==> config.mk <==
export PLATFORM = sky130hd
export DESIGN_NAME = prf_int_wb_arbiter_flat
export DESIGN_NICKNAME = d
export VERILOG_FILES = /design/src/rtl/prf_int_wb_arbiter_pkg.sv /design/src/rtl/prf_int_wb_arbiter_if.sv /design/src/rtl/prf_int_wb_arbiter_fifo.sv /design/src/rtl/prf_int_wb_arbiter.sv /design/src/flat_wrapper.sv
export SDC_FILE = /design/constraint.sdc
export NUM_CORES = 1
export LEC_CHECK = 0
export CAP_MARGIN = 15
export CORE_UTILIZATION = 58
export CTS_BUF_LIST = sky130_fd_sc_hd__clkbuf_4 sky130_fd_sc_hd__clkbuf_8
export DETAILED_ROUTE_END_ITERATION = 8
export GPL_ROUTABILITY_DRIVEN = 0
export PLACE_DENSITY = 0.88
export RECOVER_POWER = 25
export SLEW_MARGIN = 20
export SYNTH_ARGS = -nofsm -noshare
export SYNTH_HDL_FRONTEND = slang
export SYNTH_SLANG_ARGS = --single-unit
==> constraint.sdc <==
create_clock -name clock -period 6.5 [get_ports clock]
set_input_delay 0.975 -clock clock [delete_from_list [all_inputs] [get_ports clock]]
set_output_delay 0.975 -clock clock [all_outputs]
set_load 0.01 [all_outputs]
==> src/rtl/prf_int_wb_arbiter_pkg.sv <==
`default_nettype none
// ============================================================================
// Module   : prf_wb_pkg
// Purpose  : Shared types and constants for the integer PRF writeback arbiter.
// Revision : 1.0 - initial release
// ============================================================================
package prf_wb_pkg;

  localparam int PRF_WB_N_REQ      = 4;
  localparam int PRF_WB_N_WAYS     = 2;
  localparam int PRF_WB_IDX_W      = 6;
  localparam int PRF_WB_DATA_W     = 32;
  localparam int PRF_WB_FIFO_DEPTH = 2;

  typedef struct packed {
    logic [PRF_WB_IDX_W-1:0]  index;
    logic [PRF_WB_DATA_W-1:0] data;
  } wb_entry_t;

  // Index width that stays legal when only a single item is being selected.
  function automatic int clog2_min1(input int n);
    return (n > 1) ? $clog2(n) : 1;
  endfunction

  function automatic int rr_wrap(input int base, input int offset, input int n);
    return (base + offset) % n;
  endfunction

endpackage : prf_wb_pkg
`default_nettype wire

==> src/rtl/prf_int_wb_arbiter_if.sv <==
`default_nettype none
// ============================================================================
// Module   : prf_int_wb_arbiter_if
// Purpose  : Requester push bundle and writeback way bundle of the arbiter.
// Revision : 1.0 - initial release
// ============================================================================
interface prf_int_wb_arbiter_if
  import prf_wb_pkg::*;
#(
  parameter int N_REQ  = PRF_WB_N_REQ,
  parameter int N_WAYS = PRF_WB_N_WAYS,
  parameter int IDX_W  = PRF_WB_IDX_W,
  parameter int DATA_W = PRF_WB_DATA_W
);

  localparam int SRC_W = clog2_min1(N_REQ);

  logic [N_REQ-1:0]              req_valid;
  logic [N_REQ-1:0][IDX_W-1:0]   req_index;
  logic [N_REQ-1:0][DATA_W-1:0]  req_data;
  logic [N_REQ-1:0]              req_ready;

  logic [N_WAYS-1:0]             wb_valid;
  logic [N_WAYS-1:0][IDX_W-1:0]  wb_index;
  logic [N_WAYS-1:0][DATA_W-1:0] wb_data;
  logic [N_WAYS-1:0][SRC_W-1:0]  wb_src;

  // Environment side: functional units pushing, PRF/scoreboard consuming.
  modport master (
    output req_valid, req_index, req_data,
    input  req_ready, wb_valid, wb_index, wb_data, wb_src
  );

  // Arbiter side.
  modport slave (
    input  req_valid, req_index, req_data,
    output req_ready, wb_valid, wb_index, wb_data, wb_src
  );

endinterface : prf_int_wb_arbiter_if
`default_nettype wire

==> src/rtl/prf_int_wb_arbiter_fifo.sv <==
`default_nettype none
// ============================================================================
// Module   : prf_wb_fifo
// Purpose  : Single-requester result FIFO with push/pop, head view, count and
//            synchronous clear. DEPTH must be a power of two, >= 2.
// Revision : 1.0 - initial release
// ============================================================================
module prf_wb_fifo #(
  parameter int WIDTH = 38,
  parameter int DEPTH = 2
) (
  input  logic                   clock,
  input  logic                   clear,
  input  logic                   push,
  input  logic [WIDTH-1:0]       push_data,
  input  logic                   pop,
  output logic [WIDTH-1:0]       head,
  output logic [$clog2(DEPTH):0] count
);

  localparam int PTR_W = $clog2(DEPTH);
  localparam int CNT_W = PTR_W + 1;

  logic [WIDTH-1:0] mem_q [DEPTH];
  logic [WIDTH-1:0] mem_d [DEPTH];
  logic [PTR_W-1:0] wr_ptr_q, wr_ptr_d;
  logic [PTR_W-1:0] rd_ptr_q, rd_ptr_d;
  logic [CNT_W-1:0] count_q, count_d;
  logic             do_push;
  logic             do_pop;

  assign do_push = push && (count_q != CNT_W'(DEPTH));
  assign do_pop  = pop && (count_q != '0);

  always_comb begin
    mem_d    = mem_q;
    wr_ptr_d = wr_ptr_q;
    rd_ptr_d = rd_ptr_q;
    count_d  = count_q;
    if (do_push) begin
      mem_d[wr_ptr_q] = push_data;
      wr_ptr_d        = wr_ptr_q + PTR_W'(1);
    end
    if (do_pop) begin
      rd_ptr_d = rd_ptr_q + PTR_W'(1);
    end
    // Pointers wrap naturally because DEPTH is a power of two.
    case ({do_push, do_pop})
      2'b10:   count_d = count_q + CNT_W'(1);
      2'b01:   count_d = count_q - CNT_W'(1);
      default: count_d = count_q;
    endcase
  end

  always_ff @(posedge clock) begin
    if (clear) begin
      wr_ptr_q <= '0;
      rd_ptr_q <= '0;
      count_q  <= '0;
    end else begin
      wr_ptr_q <= wr_ptr_d;
      rd_ptr_q <= rd_ptr_d;
      count_q  <= count_d;
    end
  end

  // Storage carries no reset; validity is tracked by count alone.
  always_ff @(posedge clock) begin
    mem_q <= mem_d;
  end

  assign head  = mem_q[rd_ptr_q];
  assign count = count_q;

endmodule : prf_wb_fifo
`default_nettype wire

==> src/rtl/prf_int_wb_arbiter.sv <==
`default_nettype none
// ============================================================================
// Module   : prf_int_wb_arbiter
// Purpose  : Per-requester FIFOs feeding a rotating-priority multi-grant
//            arbiter onto the integer PRF writeback ways.
//            Optional feature macro: PRF_WB_ARB_BYPASS_EN (0-cycle bypass of
//            an empty FIFO when its live input wins a way).
// Revision : 1.0 - initial release
// ============================================================================
module prf_int_wb_arbiter
  import prf_wb_pkg::*;
#(
  parameter int N_REQ      = PRF_WB_N_REQ,
  parameter int N_WAYS     = PRF_WB_N_WAYS,
  parameter int IDX_W      = PRF_WB_IDX_W,
  parameter int DATA_W     = PRF_WB_DATA_W,
  parameter int FIFO_DEPTH = PRF_WB_FIFO_DEPTH
) (
  input  logic                 clock,
  input  logic                 reset,
  input  logic                 clear,
  prf_int_wb_arbiter_if.slave  bus
);

  localparam int SRC_W = clog2_min1(N_REQ);
  localparam int WAY_W = clog2_min1(N_WAYS);
  localparam int CNT_W = $clog2(FIFO_DEPTH) + 1;
  localparam int ENT_W = IDX_W + DATA_W;

  typedef struct packed {
    logic [IDX_W-1:0]  index;
    logic [DATA_W-1:0] data;
  } entry_t;

  logic             flush;
  logic [N_REQ-1:0] fifo_push;
  logic [N_REQ-1:0] fifo_pop;
  logic [N_REQ-1:0] fifo_empty;
  logic [N_REQ-1:0] fifo_full;
  logic [N_REQ-1:0] live;
  logic [N_REQ-1:0] grant;
  logic [N_REQ-1:0] bypass_take;
  logic [N_REQ-1:0] cand_valid;
  logic [ENT_W-1:0] head_raw   [N_REQ];
  logic [CNT_W-1:0] fifo_count [N_REQ];
  entry_t           in_entry   [N_REQ];
  entry_t           cand_entry [N_REQ];

  logic [SRC_W-1:0] rr_ptr_q, rr_ptr_d;
  logic [SRC_W-1:0] req_sel;
  logic [WAY_W-1:0] way_sel;
  int               n_ways;

  // Reset and flush have identical effect on all state and on the outputs.
  assign flush = reset || clear;

  for (genvar i = 0; i < N_REQ; i++) begin : g_req
    assign in_entry[i]      = '{index: bus.req_index[i], data: bus.req_data[i]};
    assign fifo_empty[i]    = (fifo_count[i] == '0);
    assign fifo_full[i]     = (fifo_count[i] == CNT_W'(FIFO_DEPTH));
    assign bus.req_ready[i] = !fifo_full[i] && !flush;
    // p0 is never busy, so a write to it completes the handshake and vanishes.
    assign live[i]          = bus.req_valid[i] && bus.req_ready[i] &&
                              (bus.req_index[i] != '0);

`ifdef PRF_WB_ARB_BYPASS_EN
    assign cand_valid[i]  = !fifo_empty[i] || live[i];
    assign cand_entry[i]  = fifo_empty[i] ? in_entry[i] : entry_t'(head_raw[i]);
    assign bypass_take[i] = grant[i] && fifo_empty[i];
`else
    assign cand_valid[i]  = !fifo_empty[i];
    assign cand_entry[i]  = entry_t'(head_raw[i]);
    assign bypass_take[i] = 1'b0;
`endif

    assign fifo_push[i] = live[i] && !bypass_take[i];
    assign fifo_pop[i]  = grant[i] && !fifo_empty[i];

    prf_wb_fifo #(
      .WIDTH (ENT_W),
      .DEPTH (FIFO_DEPTH)
    ) u_fifo (
      .clock     (clock),
      .clear     (flush),
      .push      (fifo_push[i]),
      .push_data (in_entry[i]),
      .pop       (fifo_pop[i]),
      .head      (head_raw[i]),
      .count     (fifo_count[i])
    );
  end : g_req

  // Rotating-priority scan: candidates fill ways 0..N_WAYS-1 in scan order.
  always_comb begin
    grant        = '0;
    bus.wb_valid = '0;
    bus.wb_index = '0;
    bus.wb_data  = '0;
    bus.wb_src   = '0;
    rr_ptr_d     = rr_ptr_q;
    req_sel      = '0;
    way_sel      = '0;
    n_ways       = 0;
    if (!flush) begin
      for (int k = 0; k < N_REQ; k++) begin
        req_sel = SRC_W'(rr_wrap(int'(rr_ptr_q), k, N_REQ));
        if (cand_valid[req_sel] && (n_ways < N_WAYS)) begin
          way_sel               = WAY_W'(n_ways);
          grant[req_sel]        = 1'b1;
          bus.wb_valid[way_sel] = 1'b1;
          bus.wb_index[way_sel] = cand_entry[req_sel].index;
          bus.wb_data[way_sel]  = cand_entry[req_sel].data;
          bus.wb_src[way_sel]   = req_sel;
          rr_ptr_d              = SRC_W'(rr_wrap(int'(req_sel), 1, N_REQ));
          n_ways                = n_ways + 1;
        end
      end
    end
  end

  always_ff @(posedge clock) begin
    if (flush) begin
      rr_ptr_q <= '0;
    end else begin
      rr_ptr_q <= rr_ptr_d;
    end
  end

endmodule : prf_int_wb_arbiter
`default_nettype wire

==> src/flat_wrapper.sv <==
// flat-port wrapper written by rule: the top's interface ports become plain ports
module prf_int_wb_arbiter_flat import prf_wb_pkg::*;
#(
  parameter int N_REQ      = PRF_WB_N_REQ,
  parameter int N_WAYS     = PRF_WB_N_WAYS,
  parameter int IDX_W      = PRF_WB_IDX_W,
  parameter int DATA_W     = PRF_WB_DATA_W,
  parameter int FIFO_DEPTH = PRF_WB_FIFO_DEPTH
)
  (clock, reset, clear, bus_req_valid, bus_req_index, bus_req_data, bus_req_ready, bus_wb_valid, bus_wb_index, bus_wb_data, bus_wb_src);
  prf_int_wb_arbiter_if #(.N_REQ(N_REQ), .N_WAYS(N_WAYS), .IDX_W(IDX_W), .DATA_W(DATA_W)) bus_i ();
  input  logic clock;
  input  logic reset;
  input  logic clear;
  input wire logic [$bits(bus_i.req_valid)-1:0] bus_req_valid;
  input wire logic [$bits(bus_i.req_index)-1:0] bus_req_index;
  input wire logic [$bits(bus_i.req_data)-1:0] bus_req_data;
  output wire logic [$bits(bus_i.req_ready)-1:0] bus_req_ready;
  output wire logic [$bits(bus_i.wb_valid)-1:0] bus_wb_valid;
  output wire logic [$bits(bus_i.wb_index)-1:0] bus_wb_index;
  output wire logic [$bits(bus_i.wb_data)-1:0] bus_wb_data;
  output wire logic [$bits(bus_i.wb_src)-1:0] bus_wb_src;
  assign bus_i.req_valid = bus_req_valid;
  assign bus_i.req_index = bus_req_index;
  assign bus_i.req_data = bus_req_data;
  assign bus_req_ready = bus_i.req_ready;
  assign bus_wb_valid = bus_i.wb_valid;
  assign bus_wb_index = bus_i.wb_index;
  assign bus_wb_data = bus_i.wb_data;
  assign bus_wb_src = bus_i.wb_src;
  prf_int_wb_arbiter #(.N_REQ(N_REQ), .N_WAYS(N_WAYS), .IDX_W(IDX_W), .DATA_W(DATA_W), .FIFO_DEPTH(FIFO_DEPTH)) u_core (.clock(clock), .reset(reset), .clear(clear), .bus(bus_i));
endmodule
==> results of run 1 <==
-- cells in the mapped netlist (all sizes together) (2+ instances only) --
library cell | instances | share of area (%)
and3 | 2 | 0.066
nand2 | 90 | 1.8
mux2 | 90 | 5.3
xnor2 | 9 | 0.41
a21oi | 73 | 1.9
o21ai | 48 | 1.3
o311ai | 4 | 0.18
nor2 | 51 | 1.0
mux2i | 234 | 12
a221o | 2 | 0.11
o21a | 3 | 0.13
or4 | 5 | 0.20
nor3 | 14 | 0.40
edfxtp | 304 | 48
buf | 50 | 1.4
a32oi | 5 | 0.23
a31oi | 4 | 0.13
o211a | 2 | 0.11
nand3 | 3 | 0.079
or2 | 5 | 0.16
clkbuf | 74 | 1.5
nor4b | 4 | 0.18
ha | 15 | 0.99
xor2 | 4 | 0.18
a22oi | 22 | 0.87
o211ai | 29 | 1.1
a211oi | 5 | 0.25
o221ai | 36 | 1.7
inv | 14 | 0.28
o22ai | 58 | 1.9
nand4 | 4 | 0.13
nor3b | 4 | 0.16
mux4 | 103 | 12
or3 | 5 | 0.16
nand2b | 22 | 0.72
dfxtp | 18 | 1.9
-- state kept, by name (all words and copies together), names as in the netlist --
register	cells
u_core.g_req.u_fifo.wr_ptr_q	4
u_core.g_req.u_fifo.mem_q	304
u_core.rr_ptr_q	2
u_core.g_req.u_fifo.rd_ptr_q	4
u_core.g_req.u_fifo.count	8
-- worst max-delay path, delay by kind of cell, from the launching register on --
family,cells,cell delay (ns)
simple gates,1,0.47
mux,2,1.03
fa+ha+maj,2,0.96
buf+inv,5,1.75
flops,1,0.34
compound gates,1,0.18
-- per-stage QoR --
step | std cells | utilization [%]
after global placement | 2023 | 68.6
after floorplan | 1425 | -
after detailed placement | 2023 | 68.6
final | 2126 | 72.3
after global routing | 2126 | 72.3
after CTS | 2122 | 72.2
-- kinds of logic after synthesis --
kind of cell,synth area share (%)
mux,29.9
flops,49.9
compound gates,10.2
simple gates,5.20
buf+inv,3.19
fa+ha+maj,0.988
xor+xnor,0.599
-- layout make-up --
type	instances	area, um^2	share of cell area (%)
Timing Repair Buffer	288	2780	12.1
Tap cell	435	544	2.36
Antenna cell	3	7.51	0.0326
Inverter	15	62.6	0.271
Clock buffer	80	963	4.18
Clock inverter	19	168	0.728
Sequential cell	322	9500	41.2
Multi-Input combinational cell	964	9010	39.1
-- worst paths after layout --
check	from	slack (ns)	to
hold reg to reg	u_core.g_req[0].u_fifo.count[1]	0.53	u_core.g_req[0].u_fifo.count[1]
setup / recovery	u_core.rr_ptr_q[1]	0.17	bus_wb_index[2]
setup reg to reg	u_core.rr_ptr_q[1]	1.93	u_core.g_req[1].u_fifo.count[1]
hold / removal	u_core.g_req[0].u_fifo.count[1]	0.53	u_core.g_req[0].u_fifo.count[1]
-- power by group --
group          leakage, nW  switching (mW)  total [mW]  internal, mW
logic                 4.37           0.361       0.673         0.312
clock network        0.595           0.832        1.90          1.07
registers             2.91          0.0137        2.32          2.31
total                 7.88            1.21        4.89          3.69
-- metal layers --
layer	routed length (um)	track usage [%]	part of all wire, %
met4	3430	21.2	6.1
met3	6880	7.74	12
met5	0	0	0
met2	26200	52.3	46
met1	20000	42.6	35
-- what timing repair did --
action                     CTS  global route
setup buffers                0             0
setup endpoints to repair    0             1
hold endpoints to repair     0             0
resized for setup            0             1
==> metrics.log, run 1 <==
[metrics] largest fanout on the critical path: 19
[metrics] initial DRC count: 2179
[metrics] mean instance size in the synthesized netlist: 13.3 um^2
[metrics] Residual DRC: 0
[metrics] number of input and output port buffers inserted: 244
[metrics] Routed Antenna Nets: 0
[metrics] worst-case clock buffer depth: 3
[metrics] transition at the pin with the smallest max-transition slack: 1.16 ns
[metrics] number of maximum-capacitance constraint violations: 0
[metrics] Critical Path Start Type: flip-flop
[metrics] vias per cell: 6.97
[metrics] count of warnings emitted by yosys: 0
[metrics] TritonCTS clock tree: built
[metrics] Setup crit end kind: primary output
[metrics] Min-Delay Path Class: flip-flop to flip-flop
[metrics] most frequent standard cell in the layout excluding fill and tap cells: sky130_fd_sc_hd__edfxtp_1
[metrics] post-synthesis cell area: 0.0190 mm^2
[metrics] width of the die: 183 um
[metrics] vias in the first global route: 15000
[metrics] kind of critical path: flip-flop to primary output
[metrics] most used cells in the layout excluding fill and tap cells: 304 x sky130_fd_sc_hd__edfxtp_1, 234 x sky130_fd_sc_hd__mux2i_1, 155 x sky130_fd_sc_hd__clkdlybuf4s50_1
[metrics] post-synth net total: 1599
[metrics] standby leakage power: 7.88 nW
[metrics] post-layout power: 4.89 mW
[metrics] Final Skew: 0.0317 ns
[metrics] unrepaired setup endpoints after global routing: false
[metrics] Post-Place Worst Slack: 0.939 ns
[metrics] total track usage: 33.6%
[metrics] crit-path cells: inv_4 > ha_2 > mux4_2 > clkinv_2 > ha_1 > inv_1 > o211a_1 > nor2_4 > buf_4 > mux2i_1 > clkdlybuf4s50_1
[metrics] area added between synthesis and finish: 21.3%
[metrics] area of the core region: 0.0319 mm^2
[metrics] area enclosed by the die boundary: 0.0335 mm^2
[metrics] clk sinks: 322
[metrics] final setup violation count: 0
[metrics] Sum Neg Setup Slack: 0 ns
[metrics] fraction of registers with async set/reset: 0%
[metrics] fraction of layout instances using a drive strength above 1: 21.4%
[metrics] cell area after layout: 0.0230 mm^2
[metrics] Root Buffer Master: sky130_fd_sc_hd__clkbuf_8
[metrics] synth unique cells: 57
[metrics] post-place instance area: 0.0219 mm^2
[metrics] time the final worst path needs with I/O delays and setup: 6.33 ns
[metrics] Primary FF master, synth: sky130_fd_sc_hd__edfxtp_1
[metrics] TritonCTS Buffers: 53
[metrics] number of fill cells: 2039
[metrics] worst slew margin relative to its limit: 22.6%
[metrics] CTS Hold Buffers Added: 0
[metrics] Max rail drop VDD: 0.177 mV
[metrics] Achievable Freq: 158 MHz
[metrics] cell with the largest stage delay on the worst path: sky130_fd_sc_hd__clkdlybuf4s50_1
[metrics] clock insertion delay at the later pin of the skew report: 0.62 ns
[metrics] number of placement rows: 65
[metrics] maximum cell stage delay along the critical path: 0.63 ns
[metrics] cells on worst reg2reg path: 12
[metrics] pin count of the biggest net entering global routing: 84
[metrics] pwr dens: 212 mW/mm^2
[metrics] final worst slack: 0.173 ns
[metrics] post-synthesis sequential area ratio: 49.9%
[metrics] synthesized instance count: 1425
[metrics] aggregate global routing overflow: 0
[metrics] Routed WL: 56400 um
[metrics] critical path required time: 5.52 ns
[metrics] Critical Path AT: 5.35 ns
[metrics] number of enable-type register cells in the synthesized netlist: 304
[metrics] detailed placer's ending HPWL: 36600 um
[metrics] effective utilization at floorplan: 59.6%
[metrics] final period utilization: 97.3%
[metrics] mean routed wirelength per cell: 26.5 um
[metrics] worst slack on hold paths: 0.532 ns
[metrics] DR pass1 iterations: 6
[metrics] height of the die: 183 um
[metrics] CTS H-tree depth: 2
[metrics] register clock-pin slew on the reported worst setup and hold paths: 0.06 ns
[metrics] initial antenna violation count: 4
[metrics] number of vias after detailed routing: 14800
[metrics] first-pass GRT wire length: 84500 um
[metrics] Hold Violations, Final: 0
[metrics] final net count: 1818
[metrics] Cells on Worst Hold Path: 2
[metrics] status: finished clean
[metrics] number of primary I/O pins: 245
[metrics] register bit count reported by yosys: 322
[metrics] Pins Over Slew Limit: 0
(Power assumes the default switching activity.)
==> inputs of run 2 (changes only) <==
- CELL_PAD_IN_SITES_DETAIL_PLACEMENT: default -> 2
- CELL_PAD_IN_SITES_GLOBAL_PLACEMENT: default -> 2
- CORE_UTILIZATION: 58 -> 43
- PLACE_DENSITY: 0.88 -> 0.93
==> run 2 against run 1 <==
The run now ends with setup timing left. Worst setup slack worse by 0.23 ns. Highest routed layer is now met5. Wire length rose by 69%. Via count rose by 14%. Core utilization down 18 points. Sequential share of layout area down 0.81 points. Maximum frequency fell by 3.5%. Critical path type unchanged.
==> metrics.log, run 2 (synthesis gave the netlist of run 1 again) <==
[metrics] most frequent standard cell in the layout excluding fill and tap cells: sky130_fd_sc_hd__edfxtp_1 (unchanged)
[metrics] area enclosed by the die boundary: 0.0450 mm^2 (was 0.0335 mm^2)
[metrics] critical path required time: 5.52 ns (about the same)
[metrics] pwr dens: 229 mW/mm^2 (was 212 mW/mm^2)
[metrics] largest register by flop count: u_core.g_req.u_fifo.mem_q (unchanged)
[metrics] vias in the first global route: 18200 (was 15000)
[metrics] final period utilization: 101% (was 97.3%)
[metrics] Setup crit end kind: primary output (unchanged)
[metrics] fraction of layout instances using a drive strength above 1: 22.0% (was 21.4%)
[metrics] Max rail drop VDD: 0.225 mV (was 0.177 mV)
[metrics] violations in the final reports: setup timing
[metrics] final worst slack: -0.0558 ns (was 0.173 ns)
[metrics] Final Skew: 0.0404 ns (was 0.0317 ns)
[metrics] number of input and output port buffers inserted: 244 (unchanged)
[metrics] CTS H-tree depth: 2 (unchanged)
[metrics] first-pass GRT wire length: 134000 um (was 84500 um)
[metrics] placed cell count: 2177 (was 2023)
[metrics] initial DRC count: 2432 (was 2179)
[metrics] Hold Violations, Final: 0 (unchanged)
[metrics] worst r2r src: u_core.rr_ptr_q[1] (unchanged)
[metrics] TritonCTS clock tree: built (unchanged)
[metrics] Pins Over Slew Limit: 0 (unchanged)
[metrics] number of placement rows: 76 (was 65)
[metrics] post-layout power: 5.39 mW (was 4.89 mW)
[metrics] worst-case clock buffer depth: 3 (unchanged)
[metrics] largest fanout on the critical path: 28 (was 19)
[metrics] Residual DRC: 0 (unchanged)
[metrics] worst slew margin relative to its limit: 16.5% (was 22.6%)
[metrics] M1 WL: 32100 um (was 20000 um)
[metrics] mean routed wirelength per cell: 41.4 um (was 26.5 um)
[metrics] transition at the pin with the smallest max-transition slack: 1.24 ns (was 1.16 ns)
[metrics] number of vias after detailed routing: 16900 (was 14800)
[metrics] highest routing layer actually used: met5 (was met4)
[metrics] Min-Delay Path Class: flip-flop to flip-flop (unchanged)
[metrics] Sum Neg Setup Slack: -0.0866 ns (was 0 ns)
[metrics] status: complete, but fails checks (was finished clean)
[metrics] cell area after layout: 0.0235 mm^2 (was 0.0230 mm^2)
[metrics] initial antenna violation count: 11 (was 4)
[metrics] height of the die: 212 um (was 183 um)
[metrics] detailed placer's ending HPWL: 54300 um (was 36600 um)
[metrics] area of the core region: 0.0434 mm^2 (was 0.0319 mm^2)
[metrics] Routed WL: 95200 um (was 56400 um)
[metrics] vias per cell: 7.36 (was 6.97)
[metrics] most used cells in the layout excluding fill and tap cells: 304 x sky130_fd_sc_hd__edfxtp_1, 234 x sky130_fd_sc_hd__mux2i_1, 150 x sky130_fd_sc_hd__clkdlybuf4s50_1 (was 304 x sky130_fd_sc_hd__edfxtp_1, 234 x sky130_fd_sc_hd__mux2i_1, 155 x sky130_fd_sc_hd__clkdlybuf4s50_1)
[metrics] DR pass1 iterations: 5 (was 6)
[metrics] standby leakage power: 8.00 nW (was 7.88 nW)
[metrics] effective utilization at floorplan: 43.8% (was 59.6%)
[metrics] count of placed standard cells in the final layout, fillers left out: 2297 (was 2126)
[metrics] Largest register FFs: 304 (unchanged)
[metrics] number of primary I/O pins: 245 (unchanged)
[metrics] Critical Path AT: 5.58 ns (was 5.35 ns)
[metrics] TritonCTS Buffers: 58 (was 53)
[metrics] Root Buffer Master: sky130_fd_sc_hd__clkbuf_8 (unchanged)
[metrics] setup slack on the worst flop-to-flop path: 1.21 ns (was 1.93 ns)
[metrics] Routed Antenna Nets: 0 (unchanged)
[metrics] clock insertion delay at the later pin of the skew report: 0.74 ns (was 0.62 ns)
[metrics] number of maximum-capacitance constraint violations: 0 (unchanged)
[metrics] final setup violation count: 4 (was 0)
[metrics] register clock-pin slew on the reported worst setup and hold paths: 0.09 ns (was 0.06 ns)
[metrics] routed length on met2: 44200 um (was 26200 um)
[metrics] pin count of the biggest net entering global routing: 84 (unchanged)
[metrics] launching instance or port of the critical path: u_core.rr_ptr_q[1] (unchanged)
[metrics] kind of critical path: flip-flop to primary output (unchanged)
[metrics] Critical Path Start Type: flip-flop (unchanged)
[metrics] Cells on Worst Hold Path: 2 (unchanged)
[metrics] area added between synthesis and finish: 23.7% (was 21.3%)
[metrics] wire length on met3: 11300 um (was 6880 um)
[metrics] time the final worst path needs with I/O delays and setup: 6.56 ns (was 6.33 ns)
[metrics] Achievable Freq: 153 MHz (was 158 MHz)
[metrics] width of the die: 212 um (was 183 um)
[metrics] hold wc startpoint: u_core.g_req[0].u_fifo.count[1] (unchanged)
[metrics] cells on worst reg2reg path: 12 (unchanged)
[metrics] clk sinks: 322 (unchanged)
[metrics] aggregate global routing overflow: 0 (unchanged)
[metrics] post-place instance area: 0.0221 mm^2 (was 0.0219 mm^2)
[metrics] total track usage: 41.8% (was 33.6%)
[metrics] final net count: 1832 (was 1818)
[run 2: changes by cell type in the layout (fill, tap and decap cells not counted), moves of 2 or more]
| cell | previous run | this run |
|---|---|---|
| sky130_fd_sc_hd__buf_12 | 0 | 2 |
| sky130_fd_sc_hd__clkbuf_4 | 22 | 13 |
| sky130_fd_sc_hd__clkdlybuf4s50_1 | 155 | 150 |
| sky130_fd_sc_hd__buf_4 | 42 | 45 |
| sky130_fd_sc_hd__bufinv_16 | 3 | 7 |
| sky130_fd_sc_hd__clkinv_1 | 9 | 17 |
| sky130_fd_sc_hd__buf_6 | 1 | 4 |
| sky130_fd_sc_hd__dlygate4sd3_1 | 89 | 94 |
| sky130_fd_sc_hd__diode_2 | 3 | 6 |
| sky130_fd_sc_hd__clkinv_2 | 7 | 13 |
[run 2: worst paths after layout]
check	end
worst max-delay path	bus_wb_data[58]
worst min-delay path	u_core.g_req[0].u_fifo.count[1]
worst max register to register	u_core.g_req[2].u_fifo.count[1]
worst min register to register	u_core.g_req[0].u_fifo.count[1]
[run 2: stage by stage]
| stage | hold WS (ns) | utilization (%) | setup slack (ns) |
|---|---|---|---|
| floorplan | 0.480 | - | 1.81 |
| global placement | 0.495 | 51.0 | 1.00 |
| detailed placement | 0.522 | 51.0 | 0.559 |
| CTS | 0.552 | 54.0 | 0.114 |
| global route | 0.573 | 54.2 | -0.0360 |
| finish | 0.562 | 54.2 | -0.0558 |
[run 2: per-layer routing]
metal / vias up / track usage, %
li1: 6222 / -
met1: 8451 / 48.1
met2: 1678 / 66.3
met3: 548 / 12.3
met4: 8 / 30.5
met5: - / 0
[run 2: layout make-up]
cell class / count / area [um^2]
fill: 3951 / 19900
sequential: 322 / 9500
multi-input combinational: 964 / 9030
timing repair buffer: 297 / 2910
clock buffer: 72 / 910
tap: 585 / 732
clock inverter: 36 / 343
inverter: 15 / 62.6
antenna: 6 / 15.0
[run 2: power breakdown]
part	internal [mW]	switching, mW
Combinational	0.319	0.469
Sequential	2.31	0.0240
Clock	1.20	1.07
Total	3.83	1.56
[run 2: repair_timing]
| action | CTS | global route |
|---|---|---|
| hold buffers | 0 | 0 |
| endpoints found under the hold margin | 0 | 0 |
| setup buffers | 4 | 1 |
| pin swaps | 2 | 0 |
| gates cloned | 0 | 0 |
| resized for setup | 1 | 3 |
| endpoints found under the setup margin | 63 | 20 |
[run 2: critical path, cell delays in order (launching register included)]
cell	delay [ns]
sky130_fd_sc_hd__dfxtp_2	0.39
sky130_fd_sc_hd__buf_4	0.54
sky130_fd_sc_hd__mux4_2	0.87
sky130_fd_sc_hd__inv_2	0.41
sky130_fd_sc_hd__ha_1	0.37
sky130_fd_sc_hd__nand2b_1	0.30
sky130_fd_sc_hd__nor3_1	0.17
sky130_fd_sc_hd__o21ai_4	0.41
sky130_fd_sc_hd__buf_4	0.29
sky130_fd_sc_hd__mux2i_1	0.41
sky130_fd_sc_hd__clkdlybuf4s50_1	0.63
